===== src/rtl/pattern_gen_pkg.sv =====
// Shared constants and types for the DVI stripe test-pattern source.
// Defaults describe the 800x600 bring-up mode.
package pattern_gen_pkg;

    typedef struct packed {
        logic [7:0] r;
        logic [7:0] g;
        logic [7:0] b;
    } pixel_t;

    localparam int     H_ACTIVE_DEF = 800;
    localparam int     V_ACTIVE_DEF = 600;
    localparam int     STRIPE_W_DEF = 64;
    localparam pixel_t COLOR_A_DEF  = 24'hFF33FF;
    localparam pixel_t COLOR_B_DEF  = 24'hFF3333;

    // Counter width for a 0..n-1 range; keeps degenerate n=1 at one bit.
    function automatic int cntWidth(input int n);
        return (n > 1) ? $clog2(n) : 1;
    endfunction

endpackage


===== src/rtl/raster_counter.sv =====
// Raster-order x/y position counter that steps only when advance is high.
// nextX is exported so the colour register can look one pixel ahead.
module raster_counter
    import pattern_gen_pkg::*;
#(
    parameter  int H_ACTIVE = H_ACTIVE_DEF,
    parameter  int V_ACTIVE = V_ACTIVE_DEF,
    localparam int XW       = cntWidth(H_ACTIVE),
    localparam int YW       = cntWidth(V_ACTIVE)
) (
    input  logic          clock,
    input  logic          reset,
    input  logic          advance,
    output logic [XW-1:0] x,
    output logic [YW-1:0] y,
    output logic [XW-1:0] nextX,
    output logic          lineEnd,
    output logic          frameEnd
);

    assign lineEnd  = (x == XW'(H_ACTIVE - 1));
    assign frameEnd = lineEnd && (y == YW'(V_ACTIVE - 1));
    assign nextX    = lineEnd ? '0 : x + 1'b1;

    always_ff @(posedge clock or negedge reset) begin
        if (!reset) begin
            x <= '0;
            y <= '0;
        end else if (advance) begin
            x <= nextX;
            if (lineEnd)
                y <= frameEnd ? '0 : y + 1'b1;
        end
    end

endmodule


===== src/rtl/pattern_generator.sv =====
// Free-running vertical-stripe pixel source with a ready/valid output.
// Video always holds the colour of the pixel at the current raster position.
module pattern_generator
    import pattern_gen_pkg::*;
#(
    parameter int     H_ACTIVE = H_ACTIVE_DEF,
    parameter int     V_ACTIVE = V_ACTIVE_DEF,
    parameter int     STRIPE_W = STRIPE_W_DEF,
    parameter pixel_t COLOR_A  = COLOR_A_DEF,
    parameter pixel_t COLOR_B  = COLOR_B_DEF
) (
    input  logic   clock,
    input  logic   reset,
    input  logic   VideoReady,
    output logic   VideoValid,
    output pixel_t Video
);

    localparam int XW = cntWidth(H_ACTIVE);
    localparam int YW = cntWidth(V_ACTIVE);
    localparam int SB = (STRIPE_W > 1) ? $clog2(STRIPE_W) : 0;

    logic          advance;
    logic [XW-1:0] x;
    logic [YW-1:0] y;
    logic [XW-1:0] nextX;
    logic          lineEnd;
    logic          frameEnd;
    logic          oddStripe;

    assign advance = VideoValid && VideoReady;

    raster_counter #(
        .H_ACTIVE (H_ACTIVE),
        .V_ACTIVE (V_ACTIVE)
    ) uRaster (
        .clock    (clock),
        .reset    (reset),
        .advance  (advance),
        .x        (x),
        .y        (y),
        .nextX    (nextX),
        .lineEnd  (lineEnd),
        .frameEnd (frameEnd)
    );

    // Stripe parity is a single bit of x; stripes wider than the line never reach B.
    generate
        if (SB < XW) begin : gStripeBit
            assign oddStripe = nextX[SB];
        end else begin : gSingleStripe
            assign oddStripe = 1'b0;
        end
    endgenerate

    always_ff @(posedge clock or negedge reset) begin
        if (!reset) begin
            VideoValid <= 1'b0;
            Video      <= COLOR_A;
        end else begin
            VideoValid <= 1'b1;
            if (advance)
                Video <= oddStripe ? COLOR_B : COLOR_A;
        end
    end

endmodule


===== config.mk =====
export PLATFORM = sky130hd
export DESIGN_NAME = pattern_generator
export DESIGN_NICKNAME = d
export VERILOG_FILES = /design/src/rtl/pattern_gen_pkg.sv /design/src/rtl/raster_counter.sv /design/src/rtl/pattern_generator.sv
export SDC_FILE = /design/constraint.sdc
export NUM_CORES = 1
export LEC_CHECK = 0
export BUFFER_PORTS_ARGS = -buffer_cell sky130_fd_sc_hd__buf_2
export CAP_MARGIN = 30
export CELL_PAD_IN_SITES_DETAIL_PLACEMENT = 0
export CELL_PAD_IN_SITES_GLOBAL_PLACEMENT = 1
export CORE_MARGIN = 3
export CORE_UTILIZATION = 31
export CTS_CLUSTER_SIZE = 25
export DETAILED_ROUTE_END_ITERATION = 7
export HOLD_SLACK_MARGIN = 0.02
export PLACE_DENSITY = 0.75
export SYNTH_ARGS = -nofsm -noshare
export SYNTH_HDL_FRONTEND = slang
export SYNTH_SLANG_ARGS = --single-unit

===== constraint.sdc =====
create_clock -name clock -period 1.4 [get_ports clock]
set_input_delay 0.28 -clock clock [delete_from_list [all_inputs] [get_ports clock]]
set_output_delay 0.28 -clock clock [all_outputs]
set_load 0.1 [all_outputs]

==> results of run 1 <==
==> area by class of cell <==
cell class              count  area share
inverters                   3      0.0123
clock buffers               4      0.0288
repair buffers             14       0.181
multi-input cells          66       0.401
flip-flops and latches     12       0.339
well taps                  28      0.0384
==> cells by family after synthesis <==
| kind of cell | synth area share |
|---|---|
| fa+ha+maj | 0.0162 |
| simple gates | 0.225 |
| buf+inv | 0.237 |
| other cells | 0.00970 |
| xor+xnor | 0.0792 |
| compound gates | 0.0436 |
| flops | 0.389 |
==> what timing repair did <==
action,CTS,global route
setup endpoints to repair,4,11
hold buffers,1,0
pin swaps,0,1
resized for setup,0,1
buffers inserted,0,1
hold endpoints to repair,11,0
==> final timing paths <==
path | to | slack [ns] | depth (start not counted)
max | Video[6] | -0.03 | 1
min | uRaster.x[2] | 0.33 | 3
max reg2reg | uRaster.x[3] | 0.10 | 4
min reg2reg | uRaster.x[8] | 0.49 | 1
max in group asynchronous | Video[6] | 0.73 | 2
min in group asynchronous | uRaster.x[1] | 0.40 | 2
==> metal layers <==
| layer | track usage | share of wire | up-vias |
|---|---|---|---|
| met5 | 0 | 0 | - |
| met3 | 0.0418 | 0.094 | 4 |
| met1 | 0.0953 | 0.41 | 246 |
| met2 | 0.132 | 0.47 | 26 |
| li1 | - | - | 264 |
| met4 | 0.0508 | 0.022 | 0 |
==> through the flow <==
stage               area, um^2  setup TNS [ns]  utilization  cells  power, mW
floorplan                  853         -0.0227            -    104       1.24
global placement           863               0        0.376    121       1.41
detailed placement         863               0        0.376    121       1.42
CTS                        900          -0.185        0.392    126       1.65
global route               912          -0.274        0.397    127       1.72
finish                     912          -0.136        0.397    127       1.64
==> Yosys cell counts <==
cell type,count
buf_4,23
dfrtp_1,11
nand2_1,8
nor2_1,6
nand3_1,5
nor3_1,4
o21ai_0,4
xnor2_1,4
inv_1,3
xor2_1,3
conb_1,2
nand4_1,2
a31oi_1,1
dfstp_2,1
ha_1,1
nand4bb_1,1
nor3_4,1
nor4_2,1
o211ai_1,1
or2_2,1
or3_1,1
or3_4,1
==> state kept, by name, indices dropped and copies added (netlist names) <==
register    flops
uRaster.x      10
VideoValid      1
Video           1
==> power by group through the flow <==
| stage | combinational (mW) | sequential, mW | clock (mW) |
|---|---|---|---|
| final | 0.865 | 0.551 | 0.222 |
| after global routing | 0.900 | 0.561 | 0.256 |
| after CTS | 0.862 | 0.550 | 0.236 |
| after detailed placement | 0.860 | 0.557 | 0 |
| after global placement | 0.856 | 0.550 | 0 |
| after floorplan | 0.639 | 0.597 | 0 |
==> reports/metrics.csv, run 1 <==
metric,value,unit
critPathTopFamily,flip-flops,
pwr_density_cell,1800,nW/um^2
synthToLayoutAreaGrowth,17.8,%
vias,540,
layout_commonest_cell,conb_1,
grt_pass1_wl,2040,um
hold_start,VideoReady,
min_period_over_period,1.02,
slowest_delay,0.69,ns
cts_max_level,1,
netlist_instances,85,
clk_pin_slew,0.08,ns
cp_max_fo,5,
ys_types,22,
crit_path_cell_trace,buf_12,
drc_errors,0,
fillCellCount,237,
nets,104,
fin_ws,-0.0342,ns
initial_core_util,0.337,
violations,negative setup slack,
clock_sinks,12,
multi_input_area,365,um^2
core,2300,um^2
swShare,0.511,
max_clock_freq,0.697,GHz
cts_buffers,3,
hold_viol,0,
grt_max_degree,13,
num_antenna_cells,0,
rows,17,
post_drt_via_cell_ratio,4.25,
cts_root_buf,clkbuf_4,
yosysWarnings,0,
clockPowerShare,0.136,
switchingPower,0.838,mW
antenna_found_initial,0,
die_w,56.0,um
ant_nets,0,
drt_iter0_drc,3,
cts_tree,done,
ios,28,
crit_buf_inv,1,
ir_drop,0.000926,V
status,finished with violations,
r2r-start,uRaster.x[7],
cp_data_required_time,1.12,ns
grt_overflow,0,
cp_slowest_cell,dfstp_4,
maxSlewViolCount,0,
yosys.area.top_type,dfrtp_1,
cp-startpoint,Video[6],
p_seq_frac,0.337,
dp_hpwl,987,um
synth.area.top_cells,"dfrtp_1, buf_4, xnor2_1",
final_cell_mix,"conb_1, dfrtp_1, nand2_1",
hold_path_class,in2reg,
maxCapViolCount,0,
finalCriticalPeriod,1.43,ns
clock_path_buffers,2,
drive_gt1_frac,0.232,
holdWs,0.327,ns
clock_latency,0.28,ns
grt_pass1_vias,467,
crit_arrival,1.15,ns
rsz0062_at_grt,yes,
synth_top_area_share,0.355,
end_kind,primary output,
ys_seq_area_frac,0.389,
leakage,0.439,nW
p_comb_frac,0.528,
clock_skew,0.0106,ns
first_pass_iters,4,
ff_latch_area,309,um^2
fp.dieH,56.0,um
post_drt_wl_per_cell,10.0,um
fp.dieArea,3130,um^2
avgSynthCellArea,9.11,um^2
ys_seq_elements,12,
place_ws,0.0473,ns
synthesis.area,774,um^2
crit_type,reg2out,
drt-total-wl,1270,um
internal_power,0.801,mW
critPathLaunchType,register,
grt_usage,0.0859,
port_buffers,7,
setup_viol,4,
place.gp.congestion,0.775,
No activity file was read; power rests on OpenSTA's default activity.
==> run 2: changes to the inputs <==
--- a/config.mk
+++ b/config.mk
@@ -9,12 +9,14 @@
 export CAP_MARGIN = 30
 export CELL_PAD_IN_SITES_DETAIL_PLACEMENT = 0
 export CELL_PAD_IN_SITES_GLOBAL_PLACEMENT = 1
+export CORE_ASPECT_RATIO = 1.75
 export CORE_MARGIN = 3
 export CORE_UTILIZATION = 31
+export CTS_BUF_LIST = sky130_fd_sc_hd__clkbuf_16
 export CTS_CLUSTER_SIZE = 25
 export DETAILED_ROUTE_END_ITERATION = 7
 export HOLD_SLACK_MARGIN = 0.02
-export PLACE_DENSITY = 0.75
+export PLACE_DENSITY_LB_ADDON = 0.1
 export SYNTH_ARGS = -nofsm -noshare
 export SYNTH_HDL_FRONTEND = slang
 export SYNTH_SLANG_ARGS = --single-unit
==> reports/metrics.csv, run 2 (synthesis results as in run 1) <==
metric,value,unit
cp_data_required_time,1.12,ns
finalCriticalPeriod,1.38,ns
critPathTopFamily,flip-flops,
maxCapViolCount,0,
r2r_setup_slack,0.06,ns
clk_pin_slew,0.04,ns
place.gp.congestion,0.794,
slowest_delay,0.68,ns
fillCellCount,240,
r2r_cells,4,
finalInstanceArea,955,um^2
postPlaceCellArea,845,um^2
end_kind,primary output,
port_buffers,7,
synthToLayoutAreaGrowth,23.3,%
drt_iter0_drc,9,
rows,23,
whs_path_depth,3,
rsz0062_at_grt,yes,
fp.dieArea,3160,um^2
power,1.95,mW
max_clock_freq,0.724,GHz
clock_path_buffers,2,
cts_root_buf,clkbuf_16,
cp_max_fo,5,
grt_pass1_wl,2140,um
hold_viol,0,
ios,28,
top_register,uRaster.x,
clock_sinks,12,
setup_viol,0,
ir_drop,0.000832,V
largest_register_ffs,10,
final_cell_mix,"conb_1, dfrtp_1, nand2_1",
leakage,0.457,nW
post_drt_via_cell_ratio,4.32,
crit_type,reg2out,
status,"finished, final reports clean",
pwr_density_cell,2050,nW/um^2
grt_max_degree,13,
post_drt_wl_per_cell,11.0,um
dp_hpwl,1080,um
clock_latency,0.24,ns
cp_slowest_cell,dfstp_4,
core,2330,um^2
drt-total-wl,1360,um
grt_usage,0.0911,
fin_ws,0.0195,ns
fp.dieH,72.1,um
critPathLaunchType,register,
vias,531,
cts_buffers,3,
drc_errors,0,
grt_overflow,0,
nets,103,
hold_path_class,in2reg,
grt_pass1_vias,472,
die_w,43.8,um
instances_no_fill,123,
place_ws,0.0101,ns
crit_path_cell_trace,buf_12,
post-place-cells,116,
first_pass_iters,2,
antenna_found_initial,0,
num_antenna_cells,0,
crit_buf_inv,1,
crit_arrival,1.10,ns
maxSlewViolCount,0,
cts_max_level,1,
clock_skew,0.000494,ns
path_depth,1,
ant_nets,0,
tns,0,ns
reg_top3,"uRaster.x (10), VideoValid (1), Video (1)",
layout_commonest_cell,conb_1,
initial_core_util,0.332,
drive_gt1_frac,0.235,
cts_tree,done,
min_period_over_period,0.986,
[run 2: metrics by stage]
stage	utilization	hold slack (ns)
after floorplan	-	-0.0156
after global placement	0.362	0.186
after detailed placement	0.362	0.179
after CTS	0.400	0.356
after global routing	0.410	0.364
final	0.410	0.354
[run 2: path summary, 6_finish.rpt]
path                               from      endpoint
setup reg to reg           uRaster.x[6]  uRaster.x[3]
max in group asynchronous         reset      Video[6]
min in group asynchronous         reset  uRaster.x[2]
hold reg to reg            uRaster.x[8]  uRaster.x[8]
hold / removal               VideoReady  uRaster.x[2]
setup / recovery               Video[6]      Video[6]
[run 2: routing by layer]
| metal | track usage | up-vias | share of wire |
|---|---|---|---|
| met5 | 0 | - | 0 |
| met4 | 0.0403 | 0 | 0.0096 |
| met3 | 0.0223 | 2 | 0.056 |
| met2 | 0.159 | 17 | 0.57 |
| met1 | 0.100 | 250 | 0.36 |
| li1 | - | 262 | - |
[run 2: what timing repair did]
action	CTS	global route
buffers inserted	0	2
endpoints found under the setup margin	0	9
gates resized for setup	0	3
hold endpoints to repair	11	0
hold buffers	1	0
[run 2: layout make-up]
cell class	instances	area, um^2	share of cell area
clock inverters	1	3.75	0.00393
multi-input cells	66	365	0.383
repair buffers	13	158	0.165
inverters	3	11.3	0.0118
flip-flops and latches	12	310	0.325
clock buffers	3	75.1	0.0786
well taps	25	31.3	0.0328
[run 2: where the power goes]
| group | internal, mW | total (mW) | switching (mW) |
|---|---|---|---|
| combinational | 0.259 | 0.876 | 0.617 |
| clock | 0.375 | 0.515 | 0.140 |
| sequential | 0.447 | 0.564 | 0.117 |
==> run 3: changes to the inputs <==
--- a/config.mk
+++ b/config.mk
@@ -12,7 +12,6 @@
 export CORE_ASPECT_RATIO = 1.75
 export CORE_MARGIN = 3
 export CORE_UTILIZATION = 31
-export CTS_BUF_LIST = sky130_fd_sc_hd__clkbuf_16
 export CTS_CLUSTER_SIZE = 25
 export DETAILED_ROUTE_END_ITERATION = 7
 export HOLD_SLACK_MARGIN = 0.02
==> reports/metrics.csv, run 3 (synthesis results as in run 1) <==
metric,value,unit
status,"finished, final reports clean",
fp.dieArea,3160,um^2
fin_ws,0.0143,ns
grt_pass1_wl,2210,um
clock_latency,0.24,ns
hold_viol,0,
cp_slowest_cell,dfstp_4,
crit_arrival,1.11,ns
grt_max_degree,13,
fillCellCount,247,
reg_top3,"uRaster.x (10), VideoValid (1), Video (1)",
post_drt_via_cell_ratio,4.27,
r2r_cells,4,
core,2330,um^2
max_clock_freq,0.722,GHz
crit_type,reg2out,
crit_path_cell_trace,buf_12,
dp_hpwl,1080,um
grt_pass1_vias,496,
drive_gt1_frac,0.242,
utilization,0.402,
cts_max_level,1,
largest_register_ffs,10,
r2r_end,uRaster.x[9],
clock_skew,0.000747,ns
initial_core_util,0.332,
hold_start,VideoReady,
cts_tree,done,
r2r_setup_slack,0.05,ns
maxCapViolCount,0,
slowest_delay,0.68,ns
drt-total-wl,1410,um
layout_commonest_cell,conb_1,
critPathTopFamily,flip-flops,
place.gp.congestion,0.794,
ant_nets,0,
final_cell_mix,"conb_1, dfrtp_1, nand2_1",
cp_data_required_time,1.12,ns
clock_sinks,12,
leakage,0.454,nW
r2r-start,uRaster.x[7],
antenna_found_initial,0,
pwr_density_cell,1930,nW/um^2
place_ws,0.0101,ns
port_buffers,7,
clk_pin_slew,0.05,ns
setup_viol,0,
hold_path_end,uRaster.x[2],
cts_buffers,3,
clock_path_buffers,2,
holdWs,0.352,ns
ir_drop,0.000675,V
nets,104,
synthToLayoutAreaGrowth,21.0,%
ios,28,
post_drt_wl_per_cell,11.3,um
rsz0062_at_grt,yes,
num_antenna_cells,0,
min_period_over_period,0.990,
hold_path_class,in2reg,
critPathLaunchType,register,
cts_root_buf,clkbuf_8,
cp_max_fo,5,
grt_overflow,0,
grt_usage,0.0926,
finalCriticalPeriod,1.39,ns
fp.dieH,72.1,um
top_register,uRaster.x,
crit_buf_inv,1,
drc_errors,0,
whs_path_depth,3,
path_depth,1,
first_pass_iters,4,
vias,529,
rows,23,
end_kind,primary output,
die_w,43.8,um
maxSlewViolCount,0,
drt_iter0_drc,9,
run 3: repair_timing:
item / CTS / global route
pin swaps: 0 / 0
gates cloned: 0 / 0
hold endpoints to repair: 11 / 0
gates resized for setup: 0 / 2
buffers inserted: 2 / 1
endpoints found under the setup margin: 1 / 9
hold buffers: 1 / 0
run 3: area by class of cell:
cell class	count	area [um^2]	area share
Clock buffer	4	55.1	0.0587
Sequential cell	12	309	0.330
Timing Repair Buffer	14	165	0.176
Inverter	3	11.3	0.0120
Tap cell	25	31.3	0.0334
Multi-Input combinational cell	66	365	0.390
run 3: metrics by stage:
| step | power, mW | std cells | TNS, ns | area [um^2] |
|---|---|---|---|---|
| 2_1_floorplan | 1.24 | 104 | -0.0227 | 853 |
| 3_5_place_dp | 1.40 | 116 | 0 | 845 |
| 3_3_place_gp | 1.40 | 116 | 0 | 845 |
| 6_report | 1.81 | 124 | 0 | 937 |
| 5_1_grt | 1.91 | 124 | -0.0345 | 937 |
| 4_1_cts | 1.82 | 123 | 0 | 925 |
run 3: how the worst max path moves through the flow:
stage	start	to	slack, ns
2_1_floorplan	Video[6]	Video[3]	-0.008
3_3_place_gp	uRaster.x[6]	uRaster.x[9]	0.03
3_5_place_dp	uRaster.x[6]	uRaster.x[9]	0.01
4_1_cts	Video[6]	Video[6]	0.003
5_1_grt	uRaster.x[7]	uRaster.x[3]	-0.01
6_report	Video[6]	Video[6]	0.01
run 3: where the power goes:
| group | leakage [nW] | internal (mW) | switching (mW) |
|---|---|---|---|
| Sequential | 0.146 | 0.443 | 0.112 |
| Clock | 0.0288 | 0.248 | 0.123 |
| Combinational | 0.279 | 0.260 | 0.623 |
| Total | 0.454 | 0.952 | 0.858 |
run 3: worst min-delay path, stage by stage:
cell and delay (ns):
buf_2 0.12, nand3_1 0.09, xnor2_1 0.06
run 3: routing by layer:
layer / vias up / track usage / share of wire
met5: - / 0 / 0
met4: 0 / 0.0403 / 0.0093
met3: 2 / 0.0149 / 0.053
met2: 16 / 0.169 / 0.57
met1: 246 / 0.100 / 0.37
li1: 265 / - / -
